**config.mk**
```make
export PLATFORM = sky130hd
export DESIGN_NAME = matrix_mult_nxn_flat
export DESIGN_NICKNAME = d
export VERILOG_FILES = /design/src/rtl/matmul_pkg.sv /design/src/rtl/matrix_mult_nxn_if.sv /design/src/rtl/matmul_mac.sv /design/src/rtl/matrix_mult_nxn.sv /design/src/flat_wrapper.sv
export SDC_FILE = /design/constraint.sdc
export NUM_CORES = 1
export LEC_CHECK = 0
export BUFFER_PORTS_ARGS = -buffer_cell sky130_fd_sc_hd__buf_2
export CORE_UTILIZATION = 25
export DETAILED_ROUTE_END_ITERATION = 8
export HOLD_SLACK_MARGIN = 0.05
export PLACE_DENSITY = 0.46
export REMOVE_ABC_BUFFERS = 1
export SYNTH_ARGS = -nofsm -noshare
export SYNTH_HDL_FRONTEND = slang
export SYNTH_HIERARCHICAL = 1
export SYNTH_SLANG_ARGS = --single-unit
```
**constraint.sdc**
```tcl
create_clock -name clk -period 8.85 [get_ports clk]
set_clock_uncertainty 0.15 [all_clocks]
set_input_delay 0.885 -clock clk [delete_from_list [all_inputs] [get_ports clk]]
set_output_delay 0.885 -clock clk [all_outputs]
set_load 0.005 [all_outputs]
```
**src/rtl/matmul_pkg.sv**
```systemverilog
// Shared types and helpers for the NxN matrix multiplier: FSM encoding, result width,
// and row-major MSB-first element slicing.
package matmul_pkg;

  typedef enum logic [1:0] {
    ST_IDLE    = 2'd0,
    ST_COMPUTE = 2'd1,
    ST_DONE    = 2'd2
  } state_t;

  function automatic int matmul_ow(input int dw, input int n);
    return 2 * dw + $clog2(n);
  endfunction

  // Element idx of a row-major packed matrix sits at this LSB; element 0 lives in the MSBs.
  function automatic int elem_lsb(input int idx, input int n, input int w);
    return (n * n - 1 - idx) * w;
  endfunction

endpackage

```
**src/rtl/matrix_mult_nxn_if.sv**
```systemverilog
// Operand/result handshake bundle for matrix_mult_nxn: a/b in with valid/ready,
// res out with valid/ready. Master drives operands and out_ready; slave is the multiplier.
interface matrix_mult_nxn_if #(
  parameter int N  = 2,
  parameter int DW = 8
);
  localparam int OW = matmul_pkg::matmul_ow(DW, N);

  logic              in_valid;
  logic              in_ready;
  logic [N*N*DW-1:0] a;
  logic [N*N*DW-1:0] b;
  logic              out_valid;
  logic              out_ready;
  logic [N*N*OW-1:0] res;

  modport master (
    output in_valid, a, b, out_ready,
    input  in_ready, out_valid, res
  );

  modport slave (
    input  in_valid, a, b, out_ready,
    output in_ready, out_valid, res
  );

endinterface

```
**src/rtl/matmul_mac.sv**
```systemverilog
// Shared multiply-accumulate: registered DW x DW product feeding an OW accumulator.
// MATMUL_SIGNED_EN selects two's complement operands; otherwise unsigned.
module matmul_mac #(
  parameter int DW = 8,
  parameter int OW = 17
) (
  input  logic          clk,
  input  logic          rst,
  input  logic          clr,
  input  logic          en,
  input  logic          last,
  input  logic [DW-1:0] x,
  input  logic [DW-1:0] y,
  output logic [OW-1:0] sum,
  output logic          wr
);

  logic [2*DW-1:0] prod;
  logic [OW-1:0]   prod_ext;
  logic [OW-1:0]   prod_q;
  logic [OW-1:0]   acc_q;
  logic            vld_q;
  logic            last_q;

`ifdef MATMUL_SIGNED_EN
  assign prod     = $signed({{DW{x[DW-1]}}, x}) * $signed({{DW{y[DW-1]}}, y});
  assign prod_ext = {{(OW-2*DW){prod[2*DW-1]}}, prod};
`else
  assign prod     = {{DW{1'b0}}, x} * {{DW{1'b0}}, y};
  assign prod_ext = {{(OW-2*DW){1'b0}}, prod};
`endif

  // Product is registered to keep the multiplier off the accumulate path; the
  // accumulator then lags issue by one cycle.
  always_ff @(posedge clk) begin
    if (rst || clr) begin
      prod_q <= '0;
      vld_q  <= 1'b0;
      last_q <= 1'b0;
      acc_q  <= '0;
    end else begin
      prod_q <= prod_ext;
      vld_q  <= en;
      last_q <= en & last;
      if (vld_q) acc_q <= last_q ? '0 : acc_q + prod_q;
    end
  end

  assign sum = acc_q + prod_q;
  assign wr  = vld_q & last_q;

endmodule

```
**src/rtl/matrix_mult_nxn.sv**
```systemverilog
// Sequential NxN integer matrix multiplier, C = A x B, one shared MAC walking i/j/k.
// Signedness follows MATMUL_SIGNED_EN (see matmul_mac).
module matrix_mult_nxn
  import matmul_pkg::*;
#(
  parameter int N  = 2,
  parameter int DW = 8
) (
  input logic            clk,
  input logic            rst,
  matrix_mult_nxn_if.slave bus
);

  localparam int OW = matmul_ow(DW, N);
  localparam int IW = $clog2(N);
  localparam logic [IW-1:0] IDX_LAST = IW'(N - 1);
  localparam logic [IW-1:0] IDX_ONE  = IW'(1);

  state_t            state;
  logic [N*N*DW-1:0] a_q;
  logic [N*N*DW-1:0] b_q;
  logic [IW-1:0]     i_q, j_q, k_q;
  logic [IW-1:0]     wi_q, wj_q;
  logic              issue_done;

  logic [DW-1:0]     a_el [N][N];
  logic [DW-1:0]     b_el [N][N];
  logic [OW-1:0]     c_q  [N][N];
  logic [N*N*OW-1:0] res_flat;

  logic              accept;
  logic              mac_en;
  logic              mac_last;
  logic              mac_wr;
  logic [OW-1:0]     mac_sum;

  for (genvar r = 0; r < N; r++) begin : g_row
    for (genvar c = 0; c < N; c++) begin : g_col
      assign a_el[r][c] = a_q[elem_lsb(r*N+c, N, DW) +: DW];
      assign b_el[r][c] = b_q[elem_lsb(r*N+c, N, DW) +: DW];
      assign res_flat[elem_lsb(r*N+c, N, OW) +: OW] = c_q[r][c];
    end
  end

  assign bus.res  = res_flat;
  assign accept   = (state == ST_IDLE) && bus.in_valid;
  assign mac_en   = (state == ST_COMPUTE) && !issue_done;
  assign mac_last = (k_q == IDX_LAST);

  matmul_mac #(.DW(DW), .OW(OW)) u_mac (
    .clk  (clk),
    .rst  (rst),
    .clr  (accept),
    .en   (mac_en),
    .last (mac_last),
    .x    (a_el[i_q][k_q]),
    .y    (b_el[k_q][j_q]),
    .sum  (mac_sum),
    .wr   (mac_wr)
  );

  always_ff @(posedge clk) begin
    if (rst) begin
      state         <= ST_IDLE;
      bus.in_ready  <= 1'b1;
      bus.out_valid <= 1'b0;
      a_q           <= '0;
      b_q           <= '0;
      i_q           <= '0;
      j_q           <= '0;
      k_q           <= '0;
      wi_q          <= '0;
      wj_q          <= '0;
      issue_done    <= 1'b0;
    end else begin
      case (state)
        ST_IDLE: begin
          if (bus.in_valid) begin
            a_q          <= bus.a;
            b_q          <= bus.b;
            i_q          <= '0;
            j_q          <= '0;
            k_q          <= '0;
            issue_done   <= 1'b0;
            bus.in_ready <= 1'b0;
            state        <= ST_COMPUTE;
          end
        end
        ST_COMPUTE: begin
          // One drain cycle after the last issue lets the final C element land.
          if (issue_done) begin
            bus.out_valid <= 1'b1;
            state         <= ST_DONE;
          end else begin
            wi_q <= i_q;
            wj_q <= j_q;
            if (k_q == IDX_LAST) begin
              k_q <= '0;
              if (j_q == IDX_LAST) begin
                j_q <= '0;
                if (i_q == IDX_LAST) begin
                  i_q        <= '0;
                  issue_done <= 1'b1;
                end else begin
                  i_q <= i_q + IDX_ONE;
                end
              end else begin
                j_q <= j_q + IDX_ONE;
              end
            end else begin
              k_q <= k_q + IDX_ONE;
            end
          end
        end
        ST_DONE: begin
          if (bus.out_ready) begin
            bus.out_valid <= 1'b0;
            bus.in_ready  <= 1'b1;
            state         <= ST_IDLE;
          end
        end
        default: state <= ST_IDLE;
      endcase
    end
  end

  always_ff @(posedge clk) begin
    if (rst) begin
      for (int r = 0; r < N; r++)
        for (int c = 0; c < N; c++)
          c_q[r][c] <= '0;
    end else if (mac_wr) begin
      c_q[wi_q][wj_q] <= mac_sum;
    end
  end

endmodule

```
**src/flat_wrapper.sv**
```systemverilog
// flat-port wrapper written by rule: the top's interface ports become plain ports
module matrix_mult_nxn_flat import matmul_pkg::*;
#(
  parameter int N  = 2,
  parameter int DW = 8
)
  (clk, rst, bus_in_valid, bus_a, bus_b, bus_out_ready, bus_in_ready, bus_out_valid, bus_res);
  matrix_mult_nxn_if #(.N(N), .DW(DW)) bus_i ();
  input logic clk;
  input logic rst;
  input wire logic [$bits(bus_i.in_valid)-1:0] bus_in_valid;
  input wire logic [$bits(bus_i.a)-1:0] bus_a;
  input wire logic [$bits(bus_i.b)-1:0] bus_b;
  input wire logic [$bits(bus_i.out_ready)-1:0] bus_out_ready;
  output wire logic [$bits(bus_i.in_ready)-1:0] bus_in_ready;
  output wire logic [$bits(bus_i.out_valid)-1:0] bus_out_valid;
  output wire logic [$bits(bus_i.res)-1:0] bus_res;
  assign bus_i.in_valid = bus_in_valid;
  assign bus_i.a = bus_a;
  assign bus_i.b = bus_b;
  assign bus_i.out_ready = bus_out_ready;
  assign bus_in_ready = bus_i.in_ready;
  assign bus_out_valid = bus_i.out_valid;
  assign bus_res = bus_i.res;
  matrix_mult_nxn #(.N(N), .DW(DW)) u_core (.clk(clk), .rst(rst), .bus(bus_i));
endmodule
```
* Yosys cells after proc, flatten, opt, wreduce, memory -nomap -nowiden *
Memory sizes are Yosys's and may differ from the RTL's.
Cells that the tools add are included.

storage, ports and cells
  memories kept = 1
  register bits after elaboration = 110
  output and inout port bits = 70
  memory bits (writable) = 68
  bits of input ports = 68

cells by class
  equality and inequality tests = 8
  multipliers = 1
  add/subtract/negate cells = 4
  reductions and logical operators = 19
  bitwise logic cells = 7
  multiplexer cells = 50
  order comparisons = 5

memories
  memory      words  bits a word  read ports  clocked after Yosys merged registers in  wr ports  line                   source
  u_core.c_q  2      34           2           0                                        2         matrix_mult_nxn.sv:28  logic [OW-1:0] c_q [N][N];

operators by type and width
  cell                 number
  $mux 34              3
  $mux 16              6
  $mux 8               6
  $mux 17              2
  $reduce_or 34->1     1
  $mux 1               22
  $add 17x17->17       1
  $demux 17 s1         1
  $mul 8x8->16         1
  $pmux 1 s2           6
  $reduce_and 3->1     4
  $ge 2x2->1 const B   4
  $not 1->2            4
  $mux 2               3
  $ne 2x1->1 const B   3
  $ne 2x2->1 const B   3
  $pmux 2 s3           1
  $reduce_and 2->1     3
  $reduce_bool 2->1    3
  $reduce_and 5->1     1
  $reduce_and 4->1     1
  $add 1x1->1 const B  3
  $logic_and 1x1->1    3
  $and 1x1->1          2
  other kinds (7)      7

* Logic depth before layout (Yosys ltp) *
  depth in word-level cells = 8
  mapped depth = 19
  gate-level depth less buffers = 17

* Cells and area by module *
The synthesis kept the hierarchy.

modules (own cells, without submodules)
  module           sequential area each (um^2)  instances  cells an instance  area an instance (um^2)
  matrix_mult_nxn  3523.4                       1          504                5664.2
  matmul_mac       700.7                        1          432                3858.7

* Least setup slack after synthesis *
No wires, ideal clock.

  path type = register to register
  start point = register u_core.j_q
  end point = register u_core.u_mac.prod_q[14]
  data arrival time = 4.904 ns
  period minus slack after synthesis = 5.182 ns
  setup slack = 3.668 ns
  cell stages (with the launch flop) = 18
  library setup time = 0.128 ns
  required time = 8.572 ns
  cell sequence = dfxtp_1 -> clkbuf_1 -> buf_4 -> mux4_2 -> and2_1 -> fa_1 -> fa_1 -> fa_1 -> inv_1 -> fa_1 -> inv_1 -> ha_1 -> o21a_1 -> o21ai_0 -> a21oi_1 -> a221o_1 -> xnor2_1 -> nor2_1

between the ends
  cells in the longest elaborated chain, start to end = 5

ends and longest elaborated chain
  item                                       line                    source
  from (decl)                                matrix_mult_nxn.sv:22   logic [IW-1:0] i_q, j_q, k_q;
  from (signal assigned)                     matrix_mult_nxn.sv:108  j_q <= j_q + IDX_ONE;
  $not 1->2 (not written as such)            matrix_mult_nxn.sv:57   .y (b_el[k_q][j_q]),
  $mux 8 (not written as such) (3 in a row)  matrix_mult_nxn.sv:57
  $mul 8x8->16                               matmul_mac.sv:29        assign prod = {{DW{1'b0}}, x} * {{DW{1'b0}}, y};
  to (signal assigned)                       matmul_mac.sv:42        prod_q <= prod_ext;
  to (decl)                                  matmul_mac.sv:20        logic [OW-1:0] prod_q;

Every way passes these cells. The select of a mux whose other input is x is not followed.
A chain may end at the register's enable or synchronous reset.

* Final worst setup path *
Same ends and word-level chain as after synthesis.

==> out/summary.txt <==
Reg2reg end: u_core/u_mac/prod_q[14]
Startpoint Class: flip-flop
Cts bufs inserted: 17
Starting Density: 25.3%
Htree depth: 4
Post-Synth XOR/XNOR Area: 1.93%
Fmax: 0.180 GHz
GPL Wtd Cong: 0.757
Clock Path Buffers: 2
Adder-cell share of the synthesized area: 14.6%
Pwr dens: 158 nW/um^2
Simple-gate share of the synthesized area: 20.2%
Fillers: 4003
Worst-path clk slew: 0.07 ns
Synth Flop Type: dfxtp_1
Dpl hpwl: 16500 um
DRT Pass-1 Iters: 6
VDD IR max: 0.134 mV
Final hold violation count: 0
Post-route DRC: 0
Number of global-route vias before repair: 6616
Seq cells post-synth: 177
Fin crit share: 62.7%
Hold-fix buffers, CTS: 0
Critical Path AT: 5.71 ns
Worst Hold Path Cells: 2
Worst Hold Launch: u_core/a_el[20]
RSZ-0062 raised after global routing: false
Library cells used by synthesis: 61
Mapped cell area: 9520 sq um
Avg Inst Size Synth: 10.2 sq um
Starting DRC count in detailed routing: 237
CP Max Fanout: 14
Global route total overflow: 0
Fin nets: 1217
Post-Syn Instances: 936
Shortest period the worst path allows: 5.55 ns
FF-to-FF path depth: 15
Dpl ws: 3.22 ns
Synth-to-layout area growth: 18.0%
Setup TNS: 0 ns
Status: finished clean
Most frequent cells in the layout: nand2_1 (156), buf_2 (137), and2_1 (125)
Initial antenna violation count: 0
# setup viols final: 0
Total power: 1780 uW
Post-cts sizing count: 0
Global-route wire length before repair: 36600 um
Asr flop ratio synth: 0%
Crit path kind: flip-flop to flip-flop
Io pins: 138
CP Capture Type: flip-flop
Actual slew at the worst max-slew pin: 1.00 ns
Setup WS post-layout: 3.30 ns
CTS tree: yes
Largest family of logic cells by synthesized area: simple AND/OR/NAND/NOR gates
Number of synthesized flops with an enable pin: 68
Vias/cell: 4.21
Reg2Reg Setup Slack: 3.30 ns
DR vias: 6667
Routed wire per std cell: 14.2 um
Clock sink total: 177
Post-CTS setup repair buffer count: 0
Detailed Route WL: 22500 um
FP Rows: 71
Reg2reg start: u_core/j_q
Leakage: 0.00486 uW
Worst Path Required: 9.01 ns
Synth Warn #: 6
Hold Path End: u_core/a_el[20]
Die ar.: 38900 sq um
Root Buffer: clkbuf_16
Mux contribution to synthesized area: 3.99%
Hold Path Class: flip-flop to flip-flop
GR Util All Layers: 12.1%
Layout cells sized above 1: 19.6%
Worst-Skew Late Latency: 0.44 ns
Slew margin rel.: 33.0%
Max-cap viol count: 0
Antenna cells: 0
I/O Buffers: 137
Slew Viols, Final: 0
Core ar.: 37600 sq um
Most common cell after layout, fill and taps aside: nand2_1
Die width: 197 um
Synth Area in Compound Gates: 10.7%
Pin count of the biggest net entering global routing: 76
Die height: 197 um
Routed Antenna Nets: 0
Sequential cell area fraction in the yosys report: 44.4%
## routing by layer
layer  global-route usage (%)  up-vias  share of wire, %
li1                         -     3417                 -
met1                     16.7     3097                50
met2                     19.0      140                45
met3                     2.54       13               3.7
met4                     3.90        0               1.3
met5                        0        -                 0
## state kept, by name, indices dropped and copies added, names as in the netlist, 2 cells and up
signal and cells:
u_core/u_mac/prod_q 16, u_core/u_mac/acc_q 17, u_core/a_el 32, u_core/state 2
u_core/b_el 32, u_core/c_q 68
## area by class of cell
class	count	area (sq um)	area share, %
inverter	51	191	1.70
tap	511	639	5.69
sequential	177	4220	37.6
multi-input combinational	669	4900	43.6
clock inverter	11	77.6	0.690
clock buffer	21	470	4.19
timing repair buffer	144	738	6.57
## worst max-delay path, stage by stage (launching register included)
cell and delay [ns]:
dfxtp_1 0.84, mux4_2 0.69, and2_1 0.22, fa_1 0.50
fa_1 0.52, fa_1 0.54, inv_1 0.05, fa_1 0.53
inv_1 0.04, ha_1 0.32, o21a_1 0.21, o21ai_0 0.20
a21oi_1 0.09, a221o_1 0.32, xnor2_1 0.14, nor2_1 0.06
## cell usage after synthesis, types with 2 or more instances
library cell | count | share of area (%)
a21oi_2 | 2 | 0.18
o31ai_2 | 2 | 0.26
xnor2_1 | 9 | 0.83
a22o_1 | 8 | 0.74
fa_1 | 37 | 7.8
a21o_1 | 5 | 0.39
nand2_1 | 156 | 6.1
buf_4 | 2 | 0.16
nand3_1 | 6 | 0.32
ha_1 | 52 | 6.8
buf_1 | 2 | 0.079
a31oi_1 | 6 | 0.39
edfxtp_1 | 68 | 21
buf_2 | 12 | 0.63
mux4_2 | 16 | 3.8
o21bai_1 | 4 | 0.32
nand2b_1 | 11 | 0.72
and3_1 | 3 | 0.20
a211oi_1 | 2 | 0.16
nor4b_1 | 2 | 0.18
o211ai_1 | 4 | 0.32
and2_1 | 125 | 8.2
o21ai_1 | 6 | 0.32
mux2i_1 | 2 | 0.21
a2bb2oi_1 | 2 | 0.18
o21ai_0 | 6 | 0.32
nor3b_4 | 2 | 0.39
nor3_1 | 4 | 0.21
xor2_1 | 12 | 1.1
clkbuf_2 | 2 | 0.11
nor2_1 | 38 | 1.5
or3_1 | 2 | 0.13
nand3b_1 | 3 | 0.24
buf_6 | 5 | 0.59
o21a_1 | 5 | 0.39
or2_2 | 4 | 0.26
clkbuf_1 | 16 | 0.63
a21oi_1 | 98 | 5.2
nor2b_1 | 13 | 0.85
a211oi_2 | 2 | 0.26
nand4_1 | 3 | 0.20
dfxtp_1 | 109 | 23
inv_1 | 50 | 2.0
## report_power, final
group | internal [uW] | switching [uW] | total [uW] | leakage [uW]
clock | 383 | 337 | 720 | 0.000274
sequential | 876 | 16.5 | 892 | 0.00159
combinational | 65.9 | 101 | 167 | 0.00299
total | 1330 | 455 | 1780 | 0.00486
## worst max-delay path by stage
stage,startpoint,to,slack [ns]
final,u_core/j_q,u_core/u_mac/prod_q[14],3.30
after global routing,u_core/j_q,u_core/u_mac/prod_q[14],2.95
after CTS,u_core/j_q,u_core/u_mac/prod_q[14],3.22
after detailed placement,u_core/j_q,u_core/u_mac/prod_q[14],3.22
after global placement,u_core/j_q,u_core/u_mac/prod_q[14],3.33
after floorplan,u_core/k_q,u_core/u_mac/prod_q[14],3.47
## per-stage QoR
step	instances	hold WS, ns	instance area (sq um)	util, %
finish	1584	0.304	11200	29.9
global route	1584	0.318	11200	29.9
CTS	1584	0.306	11200	29.9
detailed placement	1552	0.296	10700	28.5
global placement	1552	0.291	10700	28.5
floorplan	897	0.277	9310	-
## logic make-up after synthesis
family / Yosys count
buf+inv: 90
simple gates: 378
compound gates: 163
xor+xnor: 21
fa+ha+maj: 89
flops: 177
mux: 18
No activity file was read; power rests on OpenSTA's default activity.
